File: src/rtl/line_decoder_pkg.sv
// Shared encodings and helpers for the line_decoder_scan family.
package line_decoder_pkg;

  localparam logic [1:0] MODE_ONEHOT = 2'b00;
  localparam logic [1:0] MODE_THERM  = 2'b01;
  localparam logic [1:0] MODE_SCAN   = 2'b10;

  typedef enum logic [1:0] {
    ST_OFF  = 2'b00,
    ST_HOLD = 2'b01,
    ST_SCAN = 2'b10
  } st_e;

  function automatic int unsigned line_width(input int unsigned n);
    return 32'd1 << n;
  endfunction

endpackage

File: src/rtl/line_decoder_scan_if.sv
// Control and line-select bundle between a controller (master) and the decoder (slave).
interface line_decoder_scan_if #(
  parameter int unsigned N       = 2,
  parameter int unsigned DWELL_W = 4
) ();

  localparam int unsigned W = line_decoder_pkg::line_width(N);

  logic               EN;
  logic [1:0]         MODE;
  logic [N-1:0]       A;
  logic               LOAD;
  logic [DWELL_W-1:0] DWELL;
  logic [W-1:0]       D;
  logic               VALID;
  logic               WRAP;

  modport master (
    output EN, MODE, A, LOAD, DWELL,
    input  D, VALID, WRAP
  );

  modport slave (
    input  EN, MODE, A, LOAD, DWELL,
    output D, VALID, WRAP
  );

endinterface

File: src/rtl/dwell_counter.sv
// Dwell counter for scan mode: emits a step pulse once every DWELL+1 running cycles.
module dwell_counter #(
  parameter int unsigned DWELL_W = 4
) (
  input  logic               CLK,
  input  logic               RST,
  input  logic               clear,
  input  logic               run,
  input  logic [DWELL_W-1:0] DWELL,
  output logic               step
);

  logic [DWELL_W-1:0] cnt_q, cnt_d;

  // Equality compare: lowering DWELL below cnt lets the counter roll through its range.
  assign step = run && !clear && (cnt_q == DWELL);

  always_comb begin
    cnt_d = cnt_q;
    if (clear) begin
      cnt_d = '0;
    end else if (run) begin
      cnt_d = step ? '0 : cnt_q + 1'b1;
    end
  end

  always_ff @(posedge CLK or posedge RST) begin
    if (RST) begin
      cnt_q <= '0;
    end else begin
      cnt_q <= cnt_d;
    end
  end

endmodule

File: src/rtl/line_decoder_scan.sv
// Registered N-to-2^N line decoder with one-hot/thermometer coding and a self-running scan.
module line_decoder_scan
  import line_decoder_pkg::*;
#(
  parameter int unsigned N       = 2,
  parameter int unsigned DWELL_W = 4
) (
  input  logic              CLK,
  input  logic              RST,
  line_decoder_scan_if.slave bus
);

  localparam int unsigned W      = line_width(N);
  localparam logic [N-1:0] IdxMax = '1;

  st_e          st_q, st_d;
  logic [N-1:0] idx_q, idx_d;
  logic [W-1:0] d_q, d_d;
  logic         valid_q, valid_d;
  logic         wrap_q, wrap_d;
  logic         run, clear, step, therm;

  always_comb begin
    st_d = ST_OFF;
    if (bus.EN) begin
      st_d = (bus.MODE == MODE_SCAN) ? ST_SCAN : ST_HOLD;
    end
    // Counting only continues across edges that stay in SCAN; any entry restarts the dwell.
    run   = (st_q == ST_SCAN) && (st_d == ST_SCAN);
    clear = bus.LOAD || !run;
  end

  dwell_counter #(
    .DWELL_W(DWELL_W)
  ) u_dwell (
    .CLK  (CLK),
    .RST  (RST),
    .clear(clear),
    .run  (run),
    .DWELL(bus.DWELL),
    .step (step)
  );

  always_comb begin
    idx_d  = idx_q;
    wrap_d = 1'b0;
    if (bus.LOAD) begin
      idx_d = bus.A;
    end else if (step) begin
      idx_d  = idx_q + 1'b1;
      wrap_d = (idx_q == IdxMax);
    end

    therm   = (st_d == ST_HOLD) && (bus.MODE == MODE_THERM);
    valid_d = (st_d != ST_OFF);
    d_d     = '0;
    if (valid_d) begin
      for (int i = 0; i < int'(W); i++) begin
        d_d[i] = therm ? (i <= int'(idx_d)) : (i == int'(idx_d));
      end
    end
  end

  always_ff @(posedge CLK or posedge RST) begin
    if (RST) begin
      st_q    <= ST_OFF;
      idx_q   <= '0;
      d_q     <= '0;
      valid_q <= 1'b0;
      wrap_q  <= 1'b0;
    end else begin
      st_q    <= st_d;
      idx_q   <= idx_d;
      d_q     <= d_d;
      valid_q <= valid_d;
      wrap_q  <= wrap_d;
    end
  end

  assign bus.D     = d_q;
  assign bus.VALID = valid_q;
  assign bus.WRAP  = wrap_q;

endmodule

File: src/flat_wrapper.sv
// flat-port wrapper written by rule: the top's interface ports become plain ports
module line_decoder_scan_flat import line_decoder_pkg::*;
#(
  parameter int unsigned N       = 2,
  parameter int unsigned DWELL_W = 4
)
  (CLK, RST, bus_EN, bus_MODE, bus_A, bus_LOAD, bus_DWELL, bus_D, bus_VALID, bus_WRAP);
  line_decoder_scan_if #(.N(N), .DWELL_W(DWELL_W)) bus_i ();
  input  logic CLK;
  input  logic RST;
  input wire logic [$bits(bus_i.EN)-1:0] bus_EN;
  input wire logic [$bits(bus_i.MODE)-1:0] bus_MODE;
  input wire logic [$bits(bus_i.A)-1:0] bus_A;
  input wire logic [$bits(bus_i.LOAD)-1:0] bus_LOAD;
  input wire logic [$bits(bus_i.DWELL)-1:0] bus_DWELL;
  output wire logic [$bits(bus_i.D)-1:0] bus_D;
  output wire logic [$bits(bus_i.VALID)-1:0] bus_VALID;
  output wire logic [$bits(bus_i.WRAP)-1:0] bus_WRAP;
  assign bus_i.EN = bus_EN;
  assign bus_i.MODE = bus_MODE;
  assign bus_i.A = bus_A;
  assign bus_i.LOAD = bus_LOAD;
  assign bus_i.DWELL = bus_DWELL;
  assign bus_D = bus_i.D;
  assign bus_VALID = bus_i.VALID;
  assign bus_WRAP = bus_i.WRAP;
  line_decoder_scan #(.N(N), .DWELL_W(DWELL_W)) u_core (.CLK(CLK), .RST(RST), .bus(bus_i));
endmodule
File: config.mk
export PLATFORM = sky130hd
export DESIGN_NAME = line_decoder_scan_flat
export DESIGN_NICKNAME = d
export VERILOG_FILES = /design/src/rtl/line_decoder_pkg.sv /design/src/rtl/line_decoder_scan_if.sv /design/src/rtl/dwell_counter.sv /design/src/rtl/line_decoder_scan.sv /design/src/flat_wrapper.sv
export SDC_FILE = /design/constraint.sdc
export NUM_CORES = 1
export LEC_CHECK = 0
export ABC_AREA = 1
export BUFFER_PORTS_ARGS = -buffer_cell sky130_fd_sc_hd__buf_2
export CORE_MARGIN = 2
export CORE_UTILIZATION = 45
export CTS_CLUSTER_SIZE = 10
export DETAILED_ROUTE_END_ITERATION = 7
export GPL_TIMING_DRIVEN = 0
export PLACE_DENSITY = 0.77
export SLEW_MARGIN = 20
export SYNTH_ARGS = -nofsm -noshare
export SYNTH_HDL_FRONTEND = slang
export SYNTH_HIERARCHICAL = 1
export SYNTH_SLANG_ARGS = --single-unit
export TNS_END_PERCENT = 20
File: constraint.sdc
create_clock -name CLK -period 1.4 [get_ports CLK]
set_input_delay 0.14 -clock CLK [delete_from_list [all_inputs] [get_ports CLK]]
set_output_delay 0.14 -clock CLK [all_outputs]
set_load 0.01 [all_outputs]
Word level (Yosys, flattened, before mapping)
Cells that the tools add are included.
{"block": "totals", "regBits": 14, "wordCells": 45}
{"block": "classes", "n_addsub": 2, "magnitude_cmp": 3, "eq_ne": 10, "n_mux": 14, "n_reduce_logical": 10}
{"operator": "2-to-1 mux 4 bit", "n": 4}
{"operator": "== test 2 bit, second input constant", "n": 4}
{"operator": "2-to-1 mux 2 bit", "n": 4}
{"operator": "2-to-1 mux 1 bit", "n": 6}
{"operator": "adder 4 x 1 -> 4 bit, second input constant", "n": 1}
{"operator": "== test 2 x 1 -> 1 bit, second input constant", "n": 2}
{"operator": "== test 2 bit, first input constant", "n": 2}
{"operator": "== test 4 bit", "n": 1}
{"operator": "less-or-equal comparator 2 bit, first input constant", "n": 2}
{"operator": "logical AND 1 bit", "n": 4}
{"operator": "nonzero test 2 bit", "n": 2}
{"operator": "adder 2 x 1 -> 2 bit, second input constant", "n": 1}
{"operator": "== test 1 x 2 -> 1 bit, first input constant", "n": 1}
{"operator": "less-or-equal comparator 1 x 2 -> 1 bit, first input constant", "n": 1}
{"operator": "logical NOT 1 bit", "n": 2}
{"operator": "logical NOT 2 bit", "n": 1}
{"operator": "logical OR 1 bit", "n": 1}

Depth between registers and ports, before layout
{"block": "depth", "depth_word": 15, "depth_mapped": 13, "depth_no_buf": 13}

By module
Netlist, hierarchy kept.
{"mod": "line_decoder_scan", "n_inst": 1, "cells_per_inst": 54, "area_each_um2": 435.4, "seq_area_each_um2": 250.2}
{"mod": "dwell_counter", "n_inst": 1, "cells_per_inst": 48, "area_each_um2": 301.5, "seq_area_each_um2": 100.1}

Worst setup path after synthesis
No wires, ideal clock.
{"block": "synth_timing", "path_type": "register to register", "start": "reg u_core.u_dwell.cnt_q[0]", "end": "reg u_core.d_q[0], in the netlist u_core/bus.D[0]", "setup_time_ps": 123, "arrival_ps": 1354, "path_slack_ps": -77, "path_stages_with_launch": 12, "path_buffers": 0, "path_cell_list": "dfrtp_1 -> inv_1 -> nand2_1 -> nand2_1 -> nor2_1 -> nand2_2 -> nor3_2 -> inv_2 -> nand2_1 -> nand3_1 -> a21oi_1 -> nor2_1"}
{"block": "synth_between", "elab_chain_len": 7}
{"element": "from (decl)", "line_no": "dwell_counter.sv:13", "source": "logic [DWELL_W-1:0] cnt_q, cnt_d;"}
{"element": "from (signal assigned)", "line_no": "dwell_counter.sv:31", "source": "cnt_q <= cnt_d;"}
{"element": "== test 4 bit", "line_no": "dwell_counter.sv:16", "source": "assign step = run && !clear && (cnt_q == DWELL);"}
{"element": "logical AND 1 bit", "line_no": "dwell_counter.sv:16"}
{"element": "named net u_core.step", "line_no": "line_decoder_scan.sv:21", "source": "logic run, clear, step, therm;"}
{"element": "2-to-1 mux 2 bit", "line_no": "line_decoder_scan.sv:49", "source": "end else if (step) begin"}
{"element": "2-to-1 mux 2 bit", "line_no": "line_decoder_scan.sv:47", "source": "if (bus.LOAD) begin"}
{"element": "logical NOT 2 bit", "line_no": "line_decoder_scan.sv:59", "source": "d_d[i] = therm ? (i <= int'(idx_d)) : (i == int'(idx_d));"}
{"element": "2-to-1 mux 1 bit", "line_no": "line_decoder_scan.sv:59"}
{"element": "2-to-1 mux 4 bit", "line_no": "line_decoder_scan.sv:57", "source": "if (valid_d) begin"}
{"element": "named net u_core.d_d[0]", "line_no": "line_decoder_scan.sv:18", "source": "logic [W-1:0] d_q, d_d;"}
{"element": "to (signal assigned)", "line_no": "line_decoder_scan.sv:68", "source": "d_q <= '0;"}
{"element": "to (signal assigned)", "line_no": "line_decoder_scan.sv:74", "source": "d_q <= d_d;"}
{"element": "to (decl)", "line_no": "line_decoder_scan.sv:18"}
The timed path passes the listed nets, and every way through them passes these cells.
A chain may end at the register's enable or synchronous reset.

Final worst setup path
{"block": "layout_timing", "start": "reg u_core.u_dwell.cnt_q[3]", "end": "reg u_core.d_q[1], in the netlist u_core/bus.D[1]"}
{"block": "layout_between", "elab_chain_len": 7, "elab_cells_between_ends": 8}
{"element": "== test 4 bit *", "line_no": "dwell_counter.sv:16"}
{"element": "logical AND 1 bit *", "line_no": "dwell_counter.sv:16"}
{"element": "named net u_core.step", "line_no": "line_decoder_scan.sv:21"}
{"element": "2-to-1 mux 2 bit *", "line_no": "line_decoder_scan.sv:49"}
{"element": "2-to-1 mux 2 bit *", "line_no": "line_decoder_scan.sv:47"}
{"element": "named net u_core.idx_d[0]", "line_no": "line_decoder_scan.sv:17", "source": "logic [N-1:0] idx_q, idx_d;"}
{"element": "less-or-equal comparator 1 x 2 -> 1 bit / == test 2 bit (equally long branches)", "line_no": "line_decoder_scan.sv:59"}
{"element": "2-to-1 mux 1 bit *", "line_no": "line_decoder_scan.sv:59"}
{"element": "2-to-1 mux 4 bit *", "line_no": "line_decoder_scan.sv:57"}
{"element": "named net u_core.d_d[1]", "line_no": "line_decoder_scan.sv:18"}
The timed path passes the listed nets; every way through them passes the cells marked *.

==> impl_metrics.json <==
{
  "worstPathArrival_ns": 1.77,
  "dp_hpwl_mm": 1.04,
  "worst_pin_slew_ns": 0.389,
  "clock_latency_ns": 0.28,
  "dr.pass1.iters": 4,
  "portBuffers": 17,
  "coreArea_sq_um": 1520,
  "seqPwrFrac_pct": 51.1,
  "power_per_cell_area_nw_per_um2": 864,
  "clock_sinks": 14,
  "ios": 18,
  "layout_setup_ws_ns": -0.204,
  "die_w_microns": 44.5,
  "hold_slack_ns": 0.0536,
  "dp.cells": 135,
  "pwr-share-comb_pct": 14.7,
  "p_leak_nw": 0.575,
  "cts_tree": "yes",
  "root_buffer": "clkbuf_4",
  "timing.setup.tns_ns": -0.973,
  "numCtsBuffers": 3,
  "rsz0062_at_grt": "true",
  "htree_levels": 1,
  "antenna_cells": 0,
  "worstPathRequired_ns": 1.57,
  "clock_skew_ns": 0.00534,
  "crit_fanout": 5,
  "end_kind": "flip-flop",
  "grt_max_degree": 11,
  "critPathKind": "flip-flop to flip-flop",
  "drtAntennaViolNets": 0,
  "antenna_found_initial": 0,
  "gp_congestion": 0.855,
  "wirelength_mm": 1.40,
  "drt-initial-drc-count": 13,
  "p_sw_mw": 0.210,
  "synth.ff_latch_count": 14,
  "row_count": 14,
  "status": "finished with violations",
  "grt_overflow": 0,
  "seq_area_frac_synth_pct": 47.5,
  "most-common-layout-cells": "nand2_1, buf_2, inv_1",
  "start_util_pct": 48.4,
  "drive_gt1_share_pct": 34.9,
  "max-cap-violations": 0,
  "maxSlewViolCount": 0,
  "dieArea_sq_um": 1980,
  "clk_pin_slew_ns": 0.09,
  "violations": "negative setup slack",
  "startpoint_type": "flip-flop",
  "setup-violations-final": 6,
  "ys_warn_count": 6,
  "grt_pass1_vias": 603,
  "post_drt_wl_per_cell_microns": 9.68,
  "switching_share_pct": 25.0,
  "max_freq_ghz": 0.623,
  "hold_viol": 0,
  "finalNetCount": 144,
  "netlist_top_cells_area": "dfrtp_1, nand2_1, inv_1",
  "hold_class": "input pin to flip-flop",
  "fillers": 148,
  "grt_pass1_wl_mm": 2.42,
  "via_per_inst": 4.81,
  "clockPowerShare_pct": 34.2,
  "yosys.cell_types.count": 14,
  "synth_nets": 116,
  "placed_area_sq_um": 848,
  "grt_use_total_pct": 17.1,
  "totalPowerFinal_mw": 0.840,
  "period_share_pct": 115,
  "period_minus_slack_ns": 1.60,
  "die_h_microns": 44.5,
  "clk_path_buf_depth": 2,
  "syn_area_per_cell_sq_um": 7.23,
  "num_vias": 698,
  "max-vdd-ir-drop_mv": 0.648,
  "drt_drc_violations_left": 0,
  "stdcell_area_sq_um": 972,
  "final_cell_count_no_fill": 145,
  "final_common_cell": "nand2_1",
  "synthCells": 102,
  "synth_area_sq_um": 737,
  "slew_headroom_pct": 74.0,
  "synth_top_cell_area_share_pct": 47.5,
  "yosys.area.top_type": "dfrtp_1",
  "intPower_mw": 0.630,
  "area_growth_pct": 31.9
}
-- power by group through the flow --
stage	clock network, mW	logic [mW]	registers (mW)
floorplan	0	0.0571	0.441
global placement	0	0.0999	0.436
detailed placement	0	0.103	0.437
CTS	0.292	0.115	0.429
global route	0.318	0.139	0.431
finish	0.287	0.123	0.429
-- logic make-up (layout without fill, tap and decap cells) --
| logic type | count (synthesis) | count (layout) | share of synthesized area, % |
|---|---|---|---|
| simple gates | 61 | 61 | 34.6 |
| buf+inv | 21 | 48 | 10.7 |
| flops | 14 | 14 | 47.5 |
| fa+ha+maj | 2 | 2 | 3.40 |
| compound gates | 2 | 2 | 1.36 |
| xor+xnor | 2 | 2 | 2.38 |
-- critical path, stage by stage, from the launching register on --
cell and delay, ns:
dfrtp_1 0.41, nand2_1 0.08, nand2_1 0.06, nor2_2 0.11, nand2_2 0.08, nor3_4 0.29
nand2_1 0.11, nand3_2 0.11, nand2_2 0.08, nor2_1 0.13, nor2_1 0.05
-- cell type report --
type / count / area (sq um) / share of cell area (%)
well taps: 16 / 20.0 / 2.06
repair buffers: 23 / 133 / 13.6
multi-input cells: 67 / 353 / 36.3
plain buffers: 1 / 3.75 / 0.386
flip-flops and latches: 14 / 352 / 36.2
inverters: 20 / 75.1 / 7.72
clock buffers: 4 / 36.3 / 3.73
-- state kept, by name, summed over array words and instances, names as in the netlist --
name,flops
u_core/bus.WRAP,1
u_core/u_dwell/cnt_q,4
u_core/st_q,2
u_core/bus.VALID,1
u_core/bus.D,4
u_core/idx_q,2
-- what timing repair did --
action                                 4_1_cts  5_1_grt
setup endpoints to repair                    6        8
pin swaps                                    2        9
endpoints found under the hold margin       14        0
hold buffers                                 1        0
gates resized for setup                      5        9
buffers inserted                             5        0
-- synth_stat cells --
cell and n:
nor3_2 1, dfrtp_1 14, nand2_2 1, or2_0 1
ha_1 2, inv_1 17, a21oi_1 2, inv_2 3
nor2_1 11, nor2_2 1, nand3_1 10, clkbuf_1 1
nand2_1 36, xor2_1 2
-- per-layer routing --
metal | part of all wire, % | global-route usage, % | vias up
met3 | 5.6 | 3.67 | 2
li1 | - | - | 360
met5 | 0 | 0 | -
met4 | 0.29 | 9.09 | 0
met1 | 44 | 21.8 | 317
met2 | 50 | 27.0 | 19
-- worst paths after layout --
check                                                     from  cells past startpoint                                  end  slack (ns)
min reg2reg                u_core/u_dwell/cnt_q[3]$_DFFE_PP0P_                      2  u_core/u_dwell/cnt_q[3]$_DFFE_PP0P_        0.54
min                                                bus_MODE[1]                      2             u_core/st_q[0]$_DFF_PP0_        0.05
max reg2reg                u_core/u_dwell/cnt_q[3]$_DFFE_PP0P_                     10            u_core/bus.D[1]$_DFF_PP0_       -0.20
min in group asynchronous                                  RST                      3  u_core/u_dwell/cnt_q[2]$_DFFE_PP0P_        0.29
max                        u_core/u_dwell/cnt_q[3]$_DFFE_PP0P_                     10            u_core/bus.D[1]$_DFF_PP0_       -0.20
max in group asynchronous                                  RST                      3            u_core/bus.WRAP$_DFF_PP0_        0.73
-- metrics by stage --
stage / setup slack (ns) / util, %
2_1_floorplan: -0.0291 / -
6_report: -0.204 / 63.8
3_3_place_gp: -0.251 / 55.7
5_1_grt: -0.346 / 63.8
3_5_place_dp: -0.297 / 55.7
4_1_cts: -0.162 / 62.2
Note: power is estimated with default switching activity, not from simulation.
